[src/rtl/keccak_ctrl_pkg.sv]
// Shared state encoding and sizing helpers for the Keccak round sequencer.
package keccak_ctrl_pkg;

  typedef enum logic [2:0] {
    ST_IDLE,
    ST_LOAD,
    ST_WAIT,
    ST_CAPT,
    ST_OUT
  } ctrl_state_t;

  // Keccak-f round count for a given lane width.
  function automatic int unsigned rounds_for(input int unsigned w);
    return int'(12 + 2 * $clog2(w));
  endfunction

  // Bits needed to index n distinct values (at least one bit).
  function automatic int unsigned idx_width(input int unsigned n);
    return (n <= 1) ? 1 : int'($clog2(n));
  endfunction

endpackage

[src/rtl/keccak_round_counter.sv]
// Per-round slot counter (CHI_LAT wait slots then one capture slot) and round counter.
module keccak_round_counter
  import keccak_ctrl_pkg::*;
#(
  parameter int unsigned CHI_LAT    = 1,
  parameter int unsigned NUM_ROUNDS = 18,
  parameter int unsigned RW         = 5
) (
  input  logic          clk,
  input  logic          clear,
  input  logic          step,
  output logic          wait_done,
  output logic          last_round,
  output logic [RW-1:0] round
);

  localparam int unsigned     WCW        = idx_width(CHI_LAT + 1);
  localparam logic [WCW-1:0]  SLOT_CAPT  = WCW'(CHI_LAT);
  localparam logic [RW-1:0]   ROUND_LAST = RW'(NUM_ROUNDS - 1);

  logic [WCW-1:0] slot;

  always_ff @(posedge clk) begin
    if (clear) begin
      slot  <= '0;
      round <= '0;
    end else if (step) begin
      if (slot == SLOT_CAPT) begin
        slot <= '0;
        // Saturate on the final round so the index never wraps.
        if (!last_round) round <= round + RW'(1);
      end else begin
        slot <= slot + WCW'(1);
      end
    end
  end

  // True on the last wait slot; never true when CHI_LAT is zero.
  assign wait_done  = ((slot + WCW'(1)) == SLOT_CAPT);
  assign last_round = (round == ROUND_LAST);

endmodule

[src/rtl/keccak_round_ctrl.sv]
// Sequencer for the masked Keccak theta-state register: load, round schedule, gated result hand-off.
module keccak_round_ctrl
  import keccak_ctrl_pkg::*;
#(
  parameter int unsigned W          = 8,
  parameter int unsigned b          = 200,
  parameter int unsigned NUM_ROUNDS = rounds_for(W),
  parameter int unsigned CHI_LAT    = 1,
  parameter int unsigned RW         = 5
) (
  input  logic          Clock,
  input  logic          Reset,
  input  logic          Start,
  output logic          Busy,
  output logic          LoadSel,
  output logic          EnableLambda,
  output logic          Lastround,
  output logic [RW-1:0] RoundIdx,
  input  logic [b-1:0]  StateIn,
  output logic [b-1:0]  DataOut,
  output logic          DataValid,
  input  logic          DataReady
);

  ctrl_state_t   state;
  logic          in_round;
  logic          cnt_clear;
  logic          wait_done;
  logic          last_round;
  logic [RW-1:0] round;

  assign in_round  = (state == ST_WAIT) || (state == ST_CAPT);
  assign cnt_clear = Reset || !in_round;

  keccak_round_counter #(
    .CHI_LAT   (CHI_LAT),
    .NUM_ROUNDS(NUM_ROUNDS),
    .RW        (RW)
  ) u_counter (
    .clk       (Clock),
    .clear     (cnt_clear),
    .step      (in_round),
    .wait_done (wait_done),
    .last_round(last_round),
    .round     (round)
  );

  always_ff @(posedge Clock) begin
    if (Reset) begin
      state <= ST_IDLE;
    end else begin
      case (state)
        ST_IDLE: if (Start) state <= ST_LOAD;
        ST_LOAD: state <= (CHI_LAT > 0) ? ST_WAIT : ST_CAPT;
        ST_WAIT: if (wait_done) state <= ST_CAPT;
        ST_CAPT: begin
          if (last_round)       state <= ST_OUT;
          else if (CHI_LAT > 0) state <= ST_WAIT;
          else                  state <= ST_CAPT;
        end
        ST_OUT:  if (DataReady) state <= ST_IDLE;
        default: state <= ST_IDLE;
      endcase
    end
  end

  always_comb begin
    Busy         = (state != ST_IDLE);
    LoadSel      = (state == ST_LOAD);
    EnableLambda = (state == ST_LOAD) || (state == ST_CAPT);
    Lastround    = in_round && last_round;
    RoundIdx     = in_round ? round : '0;
    DataValid    = (state == ST_OUT);
    // Intermediate shares in the state register must never leak out.
    DataOut      = DataValid ? StateIn : '0;
  end

endmodule
[config.mk]
export PLATFORM = sky130hd
export DESIGN_NAME = keccak_round_ctrl
export DESIGN_NICKNAME = d
export VERILOG_FILES = /design/src/rtl/keccak_ctrl_pkg.sv /design/src/rtl/keccak_round_counter.sv /design/src/rtl/keccak_round_ctrl.sv
export SDC_FILE = /design/constraint.sdc
export NUM_CORES = 1
export LEC_CHECK = 0
export CORE_AREA = 2 2 161 163
export DETAILED_ROUTE_END_ITERATION = 16
export DIE_AREA = 0 0 163 165
export PLACE_DENSITY = 0.42
export SLEW_MARGIN = 20
export SYNTH_ARGS = -nofsm -noshare
export SYNTH_HDL_FRONTEND = slang
export SYNTH_SLANG_ARGS = --single-unit
export TNS_END_PERCENT = 30
[constraint.sdc]
create_clock -name Clock -period 1.55 [get_ports Clock]
set_input_delay 0.465 -clock Clock [delete_from_list [all_inputs] [get_ports Clock]]
set_output_delay 0.465 -clock Clock [all_outputs]
set_load 0.005 [all_outputs]
==> run metrics, run 1 <==
status finished, violations left; failing checks negative setup slack; slowest stage delay, CP 510 ps; Yosys warning count 0; worst IR drop on VDD between 0.2 and 0.3 mV; DP HPWL 12.8 mm; Seq/Total Area, Yosys ~10%; diode count 0; Max Cap Viol 0; synth unique cells 24; H-Tree Depth 1; first-pass GRT wire length around 19 mm; clk_lat worst skew roughly 230 ps; crit path time final 2330 ps; initial antenna violation count 0; Crit. Startpoint state[0]; most common cell after layout, fill and taps aside clkdlybuf4s50_1; setup TNS -126520 ps; Fmax achieved 430 MHz; clock sinks 9; Iter 0 DRT Violations 95; Cell Chain, Critical Path nor3b_4 -> buf_4 -> buf_12 -> and2_1 -> clkdlybuf4s50_1; crit path buf inv count 3; WP data required 1080 ps; Initial Util 7.34%; root buffer cell clkbuf_16; num ports 414; die span in x 163 um; Die Ht 165 um; largest net degree at the start of global routing between 40 and 50; leakage dissipation 2.71 nW; reg2reg start u_counter.round[1]; FF+latch count, synth 9; startpoint type of the worst setup path flop; vias post-DR 3319; layout cells sized above 1 under 10%; CTS max path bufs 2; net count after synthesis 484; Critical-path top delay cell clkdlybuf4s50_1; Post-DP Area 6460 sq um; core box area 25000 sq um; Worst Hold Class flop to flop; Layout Skew 0.937 ps; CTS tree done; hold_sp u_counter.slot; Avg Inst Size Synth 6.61 sq um; utilization after layout 25.7%; RSZ-0062 raised after global routing yes; count of buffers from port buffering 413; DR pass1 iterations 4; most frequent cells in the layout 355 x clkdlybuf4s50_1, 206 x and2_1, 27 x clkbuf_2; Syn Inst Count 278; worst-path maximum fanout 43; vias in the first global route 3248; Final #Nets 900; Area Growth Syn to Fin 251%; Final Setup Violations 210; Routed Antenna Nets 0; Power, Total 1.26 mW; via density per instance 3.24; Crit Path Category flop to output pin; dpl cells 1018; relative slew slack between 80% and 90%; Clock Pin Slew Worst Setup and Hold Paths 40 ps; Power Density roughly 200 nW/um^2; mean routed wirelength per cell 14.0 um; worst-margin pin slew 281 ps; CP delay by family, top buffers and inverters; gr usage total 9.29%; non-filler cells, final 1023; Final GP Congestion roughly 0.71; Critical Path AT roughly 1900 ps; Final Hold Fails 0; Num CTS Buffers 3; Core Rows 58; Remaining DRCs 0; Final Cycle Share 150%; grt total ovfl 0; Crit. End Element output pin; final instance area around 6400 sq um; final wirelength 14.3 mm; Synth Cell Area 1840 sq um; Slew Limit Fails 0; Final WS setup -776 ps; DIE AREA 26900 sq um
layout make-up:
cell class / count / area [sq um]
repair buffers: 434 / 4220
flip-flops and latches: 9 / 183
fillers: 2764 / 18600
well taps: 330 / 413
multi-input cells: 243 / 1530
clock buffers: 4 / 78.8
inverters: 3 / 11.3
cells by family (layout without fill, tap and decap cells):
| group | after synthesis | count (layout) | synth area share, % |
|---|---|---|---|
| AO/OA/AOI/OAI | 11 | 11 | 3.27 |
| buffers and inverters | 26 | 441 | 7.02 |
| multiplexers | 1 | 1 | 0.545 |
| adder cells (fa/ha/maj) | 2 | 2 | 1.36 |
| flip-flops | 9 | 9 | 9.81 |
| AND/OR/NAND/NOR | 229 | 229 | 78.0 |
stage by stage:
stage	hold WS (ps)	setup WS [ps]
6_report	480	-776
5_1_grt	498	-867
4_1_cts	483	-802
3_5_place_dp	474	-690
3_3_place_gp	473	-655
2_1_floorplan	437	-28.4
repair_timing:
item                                   in CTS  in global routing
resized for setup                          48                 71
hold buffers                                0                  0
endpoints found under the hold margin       0                  0
setup endpoints to repair                 210                212
pin swaps                                   0                  0
buffers inserted                            1                  0
where the power goes:
group / total, mW / switching [mW] / internal [mW]
Sequential: 0.246 / 0.00668 / 0.240
Clock: 0.455 / 0.111 / 0.344
Combinational: 0.563 / 0.0872 / 0.475
Total: 1.26 / 0.205 / 1.06
sequential cells by signal (all words and copies together), names as in the netlist:
register / cells
u_counter.slot: 1
u_counter.round: 5
state: 3
Yosys cell counts:
library cell  instances  area (sq um)
a21oi_1               4          20.0
ha_1                  2          25.0
nand4b_1              1          8.76
clkbuf_2             19          95.1
nor4_1                1          6.26
and2_1              206          1290
nand2b_1              1          6.26
nand2_1               4          15.0
nor3b_2               1          12.5
nor2b_1               3          18.8
nor2_1                3          11.3
and4bb_2              1          12.5
inv_1                 3          11.3
or3_1                 5          31.3
and2b_1               1          7.51
buf_4                 2          15.0
a31oi_1               1          6.26
o21ai_0               5          25.0
a32oi_1               1          8.76
clkbuf_1              2          7.51
dfxtp_1               9           180
and3_1                1          6.26
mux2i_1               1          10.0
nand3b_1              1          7.51
routing by layer:
layer / routed length [um] / global-route usage (%)
met1: 5260 / 10.1
met2: 7380 / 17.9
met3: 1530 / 3.09
met4: 113 / 1.17
met5: 0 / 0
worst paths after layout:
kind,endpoint,slack [ps],depth (start not counted)
worst min register to register,u_counter.slot,480,1
worst max-delay path,DataOut[167],-780,5
worst min-delay path,u_counter.slot,480,1
worst max register to register,u_counter.round[2],70,6
(Power assumes the default switching activity.)
==> run 2, diff against run 1 <==
--- a/config.mk
+++ b/config.mk
@@ -5,10 +5,12 @@
 export SDC_FILE = /design/constraint.sdc
 export NUM_CORES = 1
 export LEC_CHECK = 0
+export ABC_CLOCK_PERIOD_IN_PS = 1550
 export CORE_AREA = 2 2 161 163
 export DETAILED_ROUTE_END_ITERATION = 16
 export DIE_AREA = 0 0 163 165
 export PLACE_DENSITY = 0.42
+export SKIP_LAST_GASP = 1
 export SLEW_MARGIN = 20
 export SYNTH_ARGS = -nofsm -noshare
 export SYNTH_HDL_FRONTEND = slang
==> run 2 against run 1 <==
Compared with the run above: the run still ends with negative setup slack left; via count rose by 0.18%; power barely moved; flip-flop and latch count is the same; hold slack worse by 6.1 ps; first-iteration DRC count shrank 28%; non-clock buffer count grew 2; register-to-register slack about the same; wire length rose by 0.91%; clock skew hardly changed; largest cell class unchanged; highest routed layer unchanged.
==> run metrics, run 2 (same netlist as run 1, synthesis figures left out) <==
Biggest register u_counter.round (unchanged); Critical Path AT 1870 ps (was 1860 ps); Crit Path Category flop to output pin (unchanged); Power Density 191 nW/um^2 (was 196 nW/um^2); number of hold buffers added after cts 0 (unchanged); switching pwr 0.205 mW (about the same); first-pass GRT wire length 19.3 mm (about the same); gr usage total 9.28% (was 9.29%); failing checks negative setup slack (unchanged); Num CTS Buffers 3 (unchanged); DIE AREA 26900 sq um (unchanged); RSZ-0062 raised after global routing yes (unchanged); Die Ht 165 um (unchanged); worst-margin pin slew 280 ps (was 281 ps); initial antenna violation count 0 (unchanged); clock sinks 9 (unchanged); Core Rows 58 (unchanged); worst IR drop on VDD 0.299 mV (was 0.300 mV); final wirelength 14.4 mm (was 14.3 mm); Fillers 2748 (was 2764); via density per instance 3.24 (about the same); layout cells sized above 1 4.03% (was 9.67%); clk_lat worst skew 230 ps (about the same); Final GP Congestion 0.712 (unchanged); DP HPWL 12.8 mm (unchanged); most frequent cells in the layout 412 x clkdlybuf4s50_1, 206 x and2_1, 16 x buf_4 (was 355 x clkdlybuf4s50_1, 206 x and2_1, 27 x clkbuf_2); vias post-DR 3325 (was 3319); hold_sp u_counter.slot (unchanged); Clock Power Share 36.0% (about the same); largest net degree at the start of global routing 44 (unchanged); Final Cycle Share 151% (was 150%); Routed Antenna Nets 0 (unchanged); num ports 414 (unchanged); relative slew slack 81.3% (was 81.2%); Initial Util 7.34% (unchanged); crit path time final 2340 ps (was 2330 ps); vias in the first global route 3245 (was 3248); Final Setup Violations 210 (unchanged); leakage dissipation 2.47 nW (was 2.71 nW); Comb power frac 44.5% (about the same); Net Sw Frac 16.2% (about the same); CTS max path bufs 2 (unchanged); Clock Pin Slew Worst Setup and Hold Paths 40 ps (about the same); worst-path maximum fanout 14 (was 43); setup TNS -152360 ps (was -126520 ps); grt total ovfl 0 (unchanged); Layout Skew 1.20 ps (was 0.937 ps); Reg2Reg Depth 6 (unchanged); Reg power frac 19.5% (about the same); DR pass1 iterations 4 (unchanged); Final WS setup -785 ps (was -776 ps); H-Tree Depth 1 (unchanged); startpoint type of the worst setup path flop (unchanged); WP data required 1080 ps (about the same); Worst Hold Class flop to flop (unchanged); Final Hold Fails 0 (unchanged); status finished, violations left (unchanged); Crit. Startpoint state[0] (unchanged); P_int 1.06 mW (about the same); Remaining DRCs 0 (unchanged); Final #Nets 902 (was 900); die span in x 163 um (unchanged); Slew Limit Fails 0 (unchanged); diode count 0 (unchanged); mean routed wirelength per cell 14.1 um (was 14.0 um); core box area 25000 sq um (unchanged); root buffer cell clkbuf_16 (unchanged); Iter 0 DRT Violations 68 (was 95); Crit. End Element output pin (unchanged); CTS tree done (unchanged); max reg flops 5 (unchanged); Max Cap Viol 0 (unchanged); reg2reg start u_counter.round[1] (unchanged); Power, Total 1.26 mW (about the same); most common cell after layout, fill and taps aside clkdlybuf4s50_1 (unchanged); registers with the most flip-flops u_counter.round (5), state (3), u_counter.slot (1) (unchanged); count of buffers from port buffering 413 (unchanged); worst hold stages 1 (unchanged); Fmax achieved 428 MHz (was 430 MHz); Area Growth Syn to Fin 259% (was 251%)
run 2: cell count changes in the layout (fill, tap and decap cells not counted), sizes merged:
cell / before / now
dlymetal6s2s: 10 / 0
buf: 24 / 21
clkdlybuf4s50: 355 / 412
clkdlybuf4s15: 11 / 0
clkbuf: 31 / 6
dlygate4sd2: 7 / 1
run 2: area by class of cell:
cell class	instances	area [sq um]	area share, %
clock buffer	4	78.8	1.19
inverter	3	11.3	0.171
multi-input combinational	243	1530	23.2
sequential	9	180	2.73
tap	330	413	6.25
timing repair buffer	436	4390	66.4
run 2: path summary, 6_finish.rpt:
kind	endpoint	slack (ps)
worst max-delay path	DataOut[59]	-790
worst min-delay path	u_counter.slot	470
worst max register to register	u_counter.round[2]	70
worst min register to register	u_counter.slot	470
run 2: critical path, stage by stage (launching register included):
cell and delay [ps]:
dfxtp_1 330, nor3b_4 220, buf_6 200, buf_4 190
and2_1 160, clkdlybuf4s50_1 510
run 2: per-layer routing:
| layer | up-vias | part of all wire (%) | wire [um] | global-route usage [%] |
|---|---|---|---|---|
| li1 | 1673 | - | - | - |
| met1 | 1428 | 37 | 5290 | 10.1 |
| met2 | 218 | 52 | 7490 | 17.9 |
| met3 | 6 | 11 | 1540 | 3.06 |
| met4 | 0 | 0.78 | 113 | 1.17 |
| met5 | - | 0 | 0 | 0 |
run 2: power groups by stage:
stage	Combinational [mW]	Sequential [mW]	Clock, mW
floorplan	0.0375	0.249	0
global placement	0.567	0.250	0
CTS	0.569	0.246	0.465
finish	0.562	0.246	0.455
detailed placement	0.565	0.250	0
global route	0.601	0.246	0.484
run 2: metrics by stage:
| step | setup slack [ps] | hold slack [ps] | instances | instance area [sq um] | utilization, % |
|---|---|---|---|---|---|
| floorplan | -28.4 | 437 | 278 | 1950 | - |
| finish | -785 | 474 | 1025 | 6600 | 26.4 |
| global placement | -655 | 473 | 1018 | 6460 | 25.8 |
| CTS | -813 | 483 | 1023 | 6550 | 26.2 |
| detailed placement | -690 | 474 | 1018 | 6460 | 25.8 |
| global route | -880 | 498 | 1025 | 6600 | 26.4 |
run 2: what timing repair did:
item                                    in CTS  in global routing
endpoints found under the setup margin     210                212
gates resized for setup                      2                  1
setup buffers                                1                  0
cloned                                       0                  2
endpoints found under the hold margin        0                  0
